File: src/rtl/macc_frame_feeder.sv
// Feeds the dual-stream MACC: samples go out on A with frame tlast; matching coefficients
// stream on B from a writable table. An A-to-B credit count keeps B at or behind A.
module macc_frame_feeder #(
  parameter int ADW   = 24,
  parameter int BDW   = 18,
  parameter int NCOEF = 64,
  parameter int AW    = $clog2(NCOEF),
  parameter int LW    = $clog2(NCOEF + 1)
) (
  input  logic                  clk,
  input  logic                  rst,
  input  logic signed [ADW-1:0] s_axis_tdata,
  input  logic                  s_axis_tvalid,
  output logic                  s_axis_tready,
  output logic signed [ADW-1:0] m_axis_atdata,
  output logic                  m_axis_atvalid,
  input  logic                  m_axis_atready,
  output logic                  m_axis_atlast,
  output logic signed [BDW-1:0] m_axis_btdata,
  output logic                  m_axis_btvalid,
  input  logic                  m_axis_btready,
  output logic                  m_axis_btlast,
  input  logic                  coef_wr_en,
  input  logic [AW-1:0]         coef_wr_addr,
  input  logic signed [BDW-1:0] coef_wr_data,
  input  logic [LW-1:0]         frame_len,
  output logic                  cfg_busy
);

  function automatic logic [LW-1:0] clamp_len(input logic [LW-1:0] req);
    logic [LW-1:0] res;
    res = req;
    if (req == '0) res = LW'(1);
    else if (req > LW'(NCOEF)) res = LW'(NCOEF);
    return res;
  endfunction

  function automatic logic [AW-1:0] next_idx(input logic [AW-1:0] idx, input logic last);
    return last ? '0 : idx + AW'(1);
  endfunction

  logic signed [BDW-1:0] r_coef_mem [NCOEF];

  logic signed [ADW-1:0] r_a_data_p0, r_a_data_p1;
  logic                  r_a_vld_p0, r_a_vld_p1;
  logic                  r_a_last_p0, r_a_last_p1;
  logic signed [BDW-1:0] r_b_data_p1;
  logic                  r_b_vld_p1, r_b_last_p1;
  logic [AW-1:0]         r_a_idx, r_b_idx;
  logic [LW-1:0]         r_credits, r_len;
  logic                  r_cfg_busy;

  logic [LW-1:0] w_len_req, w_len_last;
  logic          w_a_last, w_b_last, w_cfg_block, w_s_ready, w_s_acc;
  logic          w_a_pop, w_b_pop, w_b_avail, w_b_issue, w_drained, w_coef_we;

  assign w_len_req   = clamp_len(frame_len);
  assign w_len_last  = r_len - LW'(1);
  assign w_a_last    = (LW'(r_a_idx) == w_len_last);
  assign w_b_last    = (LW'(r_b_idx) == w_len_last);
  // A pending length change closes the sample gate only once the current A frame is complete.
  assign w_cfg_block = r_cfg_busy && (r_a_idx == '0);
  assign w_s_ready   = !rst && !r_a_vld_p0 && (r_credits < LW'(NCOEF)) && !w_cfg_block;
  assign w_s_acc     = s_axis_tvalid && w_s_ready;
  assign w_a_pop     = r_a_vld_p1 && m_axis_atready;
  assign w_b_pop     = r_b_vld_p1 && m_axis_btready;
  // Credits not yet represented by the beat sitting in the B output register.
  assign w_b_avail   = r_credits > {{(LW-1){1'b0}}, r_b_vld_p1};
  assign w_b_issue   = w_b_avail && (!r_b_vld_p1 || m_axis_btready);
  assign w_drained   = (r_a_idx == '0) && (r_b_idx == '0) && (r_credits == '0) &&
                       !r_a_vld_p0 && !r_a_vld_p1 && !r_b_vld_p1;
  assign w_coef_we   = coef_wr_en && (int'(coef_wr_addr) < NCOEF);

  // Stage p0 (A skid slot) -> p1 (A/B output registers): control
  always_ff @(posedge clk) begin
    if (rst) begin
      r_a_vld_p0  <= 1'b0;
      r_a_last_p0 <= 1'b0;
      r_a_vld_p1  <= 1'b0;
      r_a_last_p1 <= 1'b0;
      r_b_vld_p1  <= 1'b0;
      r_b_last_p1 <= 1'b0;
      r_a_idx     <= '0;
      r_b_idx     <= '0;
      r_credits   <= '0;
      r_cfg_busy  <= 1'b0;
      r_len       <= w_len_req;
    end else begin
      if (w_a_pop || !r_a_vld_p1) begin
        if (r_a_vld_p0) begin
          r_a_vld_p1  <= 1'b1;
          r_a_last_p1 <= r_a_last_p0;
          r_a_vld_p0  <= 1'b0;
          r_a_last_p0 <= 1'b0;
        end else begin
          r_a_vld_p1  <= w_s_acc;
          r_a_last_p1 <= w_s_acc && w_a_last;
        end
      end else if (w_s_acc) begin
        r_a_vld_p0  <= 1'b1;
        r_a_last_p0 <= w_a_last;
      end

      if (w_s_acc) r_a_idx <= next_idx(r_a_idx, w_a_last);

      if (w_b_issue) begin
        r_b_vld_p1  <= 1'b1;
        r_b_last_p1 <= w_b_last;
        r_b_idx     <= next_idx(r_b_idx, w_b_last);
      end else if (w_b_pop) begin
        r_b_vld_p1  <= 1'b0;
        r_b_last_p1 <= 1'b0;
      end

      case ({w_s_acc, w_b_pop})
        2'b10:   r_credits <= r_credits + LW'(1);
        2'b01:   r_credits <= r_credits - LW'(1);
        default: r_credits <= r_credits;
      endcase

      if (r_cfg_busy && w_drained) begin
        r_len      <= w_len_req;
        r_cfg_busy <= 1'b0;
      end else begin
        r_cfg_busy <= (w_len_req != r_len);
      end
    end
  end

  // Stage p0 -> p1: data path and coefficient table (read-before-write on the same address)
  always_ff @(posedge clk) begin
    if (w_a_pop || !r_a_vld_p1) begin
      if (r_a_vld_p0) r_a_data_p1 <= r_a_data_p0;
      else if (w_s_acc) r_a_data_p1 <= s_axis_tdata;
    end else if (w_s_acc) begin
      r_a_data_p0 <= s_axis_tdata;
    end
    if (w_b_issue) r_b_data_p1 <= r_coef_mem[r_b_idx];
    if (w_coef_we) r_coef_mem[coef_wr_addr] <= coef_wr_data;
  end

  assign s_axis_tready  = w_s_ready;
  assign m_axis_atdata  = r_a_data_p1;
  assign m_axis_atvalid = r_a_vld_p1;
  assign m_axis_atlast  = r_a_last_p1;
  assign m_axis_btdata  = r_b_data_p1;
  assign m_axis_btvalid = r_b_vld_p1;
  assign m_axis_btlast  = r_b_last_p1;
  assign cfg_busy       = r_cfg_busy;

endmodule
File: config.mk
export PLATFORM = sky130hd
export DESIGN_NAME = macc_frame_feeder
export DESIGN_NICKNAME = d
export VERILOG_FILES = /design/src/rtl/macc_frame_feeder.sv
export SDC_FILE = /design/constraint.sdc
export NUM_CORES = 1
export LEC_CHECK = 0
export ABC_CLOCK_PERIOD_IN_PS = 3570
export CAP_MARGIN = 20
export CORE_UTILIZATION = 40
export DETAILED_ROUTE_END_ITERATION = 10
export PLACE_DENSITY_LB_ADDON = 0.3
export SLEW_MARGIN = 20
export SYNTH_ARGS = -nofsm -noshare
export SYNTH_HDL_FRONTEND = slang
export SYNTH_SLANG_ARGS = --single-unit
File: constraint.sdc
create_clock -name clk -period 3.57 [get_ports clk]
set_input_delay 0.714 -clock clk [delete_from_list [all_inputs] [get_ports clk]]
set_output_delay 0.714 -clock clk [all_outputs]
set_load 0.02 [all_outputs]
Word level (Yosys, flattened, before mapping)
Memory sizes are Yosys's and may differ from the RTL's. A register that Yosys moved wholly into a read port is not among the register bits. Cells that the tools add are included.

Memory bits (writable): 1152. Input bits: 61. Register bits: 81. Memories kept: 1. Output and inout bits: 48. Word-level logic and storage cells: 84.

Bitwise logic cells: 1. Add/sub/neg operators: 5. Reduce and logical (&&, ||, !) cells: 36. Order comparisons: 3. Mux-type cells: 19. Equality and inequality tests: 6.

Memories: r_coef_mem (words 64, width 18, rd ports 1, clocked after Yosys merged registers in 1, write ports 1, line 42) `logic signed [BDW-1:0] r_coef_mem [NCOEF];`.

Operators by type and width (number): $mux 24 (2); $mux 7 (4); $logic_and 1x1->1 (15); $eq 6x7->1 (2); $logic_not 7->1 (2); $pmux 7 s2 (1); $sub 7x1->7 const B (2); $add 6x1->6 const B (2); $logic_not 6->1 (2); $mux 6 (2); $mux 1 (10); $reduce_bool 2->1 (5); $add 7x1->7 const B (1); $gt 7x1->1 (1); $gt 7x7->1 const B (1); $lt 7x7->1 const B (1); $ne 7x7->1 (1); $reduce_and 2->1 (3); $logic_not 1->1 (5); $reduce_or 2->1 (2); $eq 2x1->1 const B (1); $eq 2x2->1 const B (1); $logic_or 1x1->1 (2); $ne 2x2->1 const B (1); $not 1->1 (1).

Longest topological paths before layout
Word-level depth: 9. Mapped depth: 14. Mapped depth without buffers: 12.

Worst setup path before layout
No wires, ideal clock.

Path kind: input -> register. From: in rst. To: reg r_credits[2]. Stages on the path: 13. Path buffers: 3. Path slack: 0.219 ns. Setup time: 0.071 ns. Data required time: 3.499 ns. Arrival time: 3.281 ns. Cell sequence: buf_6 -> or4b_4 -> a31oi_4 -> inv_4 -> ha_1 -> clkbuf_1 -> clkbuf_1 -> xor2_1 -> ha_1 -> a21oi_1 -> xor2_1 -> or3_1 -> a21oi_1.

Longest elaborated chain between the ends: 7. Elaborated cells between the ends (all ways): 9. Those cells by class: eq/ne (2); mux (1); reduce/logical (6).

RTL lines: start: declaration (line 11) `input logic rst,`; $logic_not 1->1 (line 63) `assign w_s_ready = !rst && !r_a_vld_p0 && (r_credits < LW'(NCOEF)) && !w_cfg_block;`; $logic_and 1x1->1 (3 in series) (line 63); $logic_and 1x1->1 (line 64) `assign w_s_acc = s_axis_tvalid && w_s_ready;`; $eq 2x1->1 or $eq 2x2->1 (tied branches) (line 115) `case ({w_s_acc, w_b_pop})`; $pmux 7 s2 or $reduce_bool 2->1 (tied branches); end signal: assignment (line 116) `2'b10: r_credits <= r_credits + LW'(1);`; end signal: assignment (line 117) `2'b01: r_credits <= r_credits - LW'(1);`; end signal: assignment (line 118) `default: r_credits <= r_credits;`; end: declaration (line 50) `logic [LW-1:0] r_credits, r_len;`.

Several ways; a longest one is shown, not always the timed one. A chain may end at the register's enable or synchronous reset.

==> results.sh <==
export IMPL_outcome="complete, no violations"
export IMPL_setup_viol=0
export IMPL_synth_top_area_share_pct=75.63
export IMPL_synth_nets=2457
export IMPL_drt_iter0_drc=2534
export IMPL_vias_per_cell=5.675
export IMPL_syn_inst=2387
export IMPL_pre_cts_slack_ns=0.05336
export IMPL_wirelength_um=122700
export IMPL_gp_congestion=0.8935
export IMPL_io_buffers=108
export IMPL_end_kind="register"
export IMPL_setup_ws_ns=0.1141
export IMPL_cts_sinks=1251
export IMPL_cp_top_family="compound AO/OA/AOI/OAI gates"
export IMPL_fmax_mhz=289.4
export IMPL_async_flop_share_pct=0
export IMPL_grt_ovfl_total=0
export IMPL_final_area_sq_um=56860
export IMPL_drc=0
export IMPL_path_cells="buf_12 > buf_12 > mux4_2 > nand2_1 > a21oi_1 > a2111oi_0 > buf_4 > nor4_1"
export IMPL_synth_simple_gate_area_share_pct=3.046
export IMPL_required_ns=3.98
export IMPL_synthDistinctLibCells=69
export IMPL_drive_gt1_share_pct=25.54
export IMPL_dpl_instance_area_sq_um=52890
export IMPL_synth_top_family_by_area="multiplexers"
export IMPL_p_leak_uw=0.01753
export IMPL_multiInputGateArea_sq_um=10720
export IMPL_finalCritPeriodShare_pct=96.80
export IMPL_clockBufferDepth=3
export IMPL_ys_seq_area_share_pct=76.70
export IMPL_core_sq_um=120300
export IMPL_synth_warnings=0
export IMPL_slew_violations=0
export IMPL_synthAdderAreaFrac_pct=0.2315
export IMPL_die_width_um=350.7
export IMPL_crit_type="reg -> reg"
export IMPL_cts_root_buf="clkbuf_16"
export IMPL_initial_utilization_pct=40.44
export IMPL_cts_buffers=121
export IMPL_synthXorXnorAreaFrac_pct=0.6225
export IMPL_final_nets=2749
export IMPL_syn_area_sq_um=48640
export IMPL_path_clk_slew_ns=0.06
export IMPL_start_kind="register"
export IMPL_ctsHoldBuffers=0
export IMPL_rows=127
export IMPL_vdd_drop_max_mv=0.4101
export IMPL_powerDensity_nw_per_um2=641.0
export IMPL_vias=24900
export IMPL_tightest_slew_ns=1.166
export IMPL_htree_levels=3
export IMPL_crit_arrival_ns=3.87
export IMPL_critPathMaxFanout=32
export IMPL_hpwl_um=77250
export IMPL_whs_ns=0.3811
export IMPL_track_usage_pct=19.88
export IMPL_slew_headroom_pct=20.23
export IMPL_layout_commonest_cell="edfxtp_1"
export IMPL_avgSynthCellArea_sq_um=20.38
export IMPL_slowest_stage="a2111oi_0"
export IMPL_worst_path_most_repeated_cell="buf_12"
export IMPL_rsz0062_at_grt="no"
export IMPL_drv_cap=0
export IMPL_postCtsResizedCells=0
export IMPL_syn_to_final_growth_pct=16.90
export IMPL_clock_skew_final_ns=0.05076
export IMPL_drtPass1Iterations=5
export IMPL_synth_area_top_cells="edfxtp_1 (76%), mux4_2 (11%), mux2i_1 (2.8%)"
export IMPL_cts_tree="yes"
export IMPL_register_area_sq_um=37320
export IMPL_ioPinCount=109
export IMPL_post_cts_buffers=0
export IMPL_synth_seq_cells=1251
export IMPL_hold_violations=0
export IMPL_yosys_area_top_type="edfxtp_1"
export IMPL_antenna_cells=0
export IMPL_synth_compound_area_share_pct=3.532
export IMPL_slowest_delay_ns=1.02
export IMPL_wl_per_cell_um=27.95
export IMPL_final_cell_mix="edfxtp_1 (1,225), mux4_2 (234), buf_4 (172)"
export IMPL_fill_cells=9891
export IMPL_synth_edf_count=1225
export IMPL_grt_pass1_wl_um=177000
export IMPL_clock_latency_ns=0.72
export IMPL_synth_ff_type="edfxtp_1"
export IMPL_antenna_found_initial=7
export IMPL_first_global_vias=25320
export IMPL_grt_max_degree=65
export IMPL_min_period_ns=3.456
export IMPL_synthMuxAreaShare_pct=14.33
export IMPL_hold_path_class="in -> reg"
export IMPL_antenna_left=0
export IMPL_die_y_um=350.7
export IMPL_setup_tns_final_ns=0
export IMPL_dieArea_sq_um=123000
export IMPL_critPathBufInv=3
==> Yosys cell counts, drive strengths merged (3+ instances only) <==
cell	n
a2111oi	17
a211oi	15
a21o	3
a21oi	43
a221o	6
a221oi	6
a22o	10
a22oi	29
a31oi	8
and3	3
and4	4
buf	71
clkbuf	65
dfxtp	26
edfxtp	1225
ha	9
inv	13
mux2	31
mux2i	135
mux4	234
nand2	73
nand2b	7
nand3	20
nand3b	4
nand4	8
nor2	104
nor2b	20
nor3	30
nor3b	4
nor4	9
o211ai	3
o21ai	21
o221ai	23
o22ai	31
or2	3
or3	6
or3b	4
xnor2	18
xor2	14
==> routing by layer <==
metal	routed length [um]	up-vias	share of wire (%)	global-route usage (%)
met2	59320	1092	48	32.31
met4	2906	0	2.4	5.035
met5	0	-	0	0
li1	-	10480	-	-
met3	9043	161	7.4	3.316
met1	51390	13170	42	27.95
==> registers in the layout, indices dropped and copies added (netlist names) <==
| name | cells |
|---|---|
| m_axis_atdata | 24 |
| r_a_data_p0 | 24 |
| cfg_busy | 1 |
| m_axis_btvalid | 1 |
| r_a_idx | 6 |
| r_coef_mem | 1152 |
| r_a_vld_p0 | 1 |
| r_credits | 7 |
| m_axis_btdata | 18 |
| r_a_last_p0 | 1 |
| m_axis_atlast | 1 |
| m_axis_btlast | 1 |
| m_axis_atvalid | 1 |
| r_b_idx | 6 |
| r_len | 7 |
==> path summary, 6_finish.rpt <==
kind / startpoint / end / slack, ns / cells after the start
max: r_b_idx[0] / m_axis_btdata[6] / 0.11 / 8
min: coef_wr_data[17] / r_coef_mem[54][17] / 0.38 / 1
max reg2reg: r_b_idx[0] / m_axis_btdata[6] / 0.11 / 8
min reg2reg: r_a_last_p0 / m_axis_atlast / 0.48 / 2
==> cell type report <==
cell class	instances	area share, %
Timing Repair Buffer	305	4.894
Clock buffer	144	5.552
Sequential cell	1251	65.63
Multi-Input combinational cell	987	18.86
Inverter	13	0.09022
Tap cell	1612	3.547
Clock inverter	76	1.426
==> power breakdown <==
part	internal (uW)	leakage [uW]	switching [uW]
Sequential	16500	0.0113	270
Combinational	3040	0.00436	3820
Clock	7320	0.00192	5460
==> cell families after synthesis <==
kind of cell             after synthesis
multiplexers                         400
AO/OA/AOI/OAI                        238
buffers and inverters                149
AND/OR/NAND/NOR                      307
flip-flops                          1251
XOR/XNOR                              33
adder cells (fa/ha/maj)                9
==> worst reg2reg max path, stage by stage (launching register included) <==
cell and delay (ns):
dfxtp_4 0.39, buf_12 0.24, buf_12 0.34, mux4_2 0.59, nand2_1 0.08, a21oi_1 0.15
a2111oi_0 1.02, buf_4 0.26, nor4_1 0.10
==> per-stage QoR <==
step           total power (uW)  util (%)  instances
2_1_floorplan             21400         -       2387
3_3_place_gp              23920     43.97       4168
3_5_place_dp              24010     43.97       4168
4_1_cts                   36730     47.27       4388
5_1_grt                   37590     47.27       4388
6_report                  36440     47.27       4388
No activity file was read; power rests on OpenSTA's default activity.
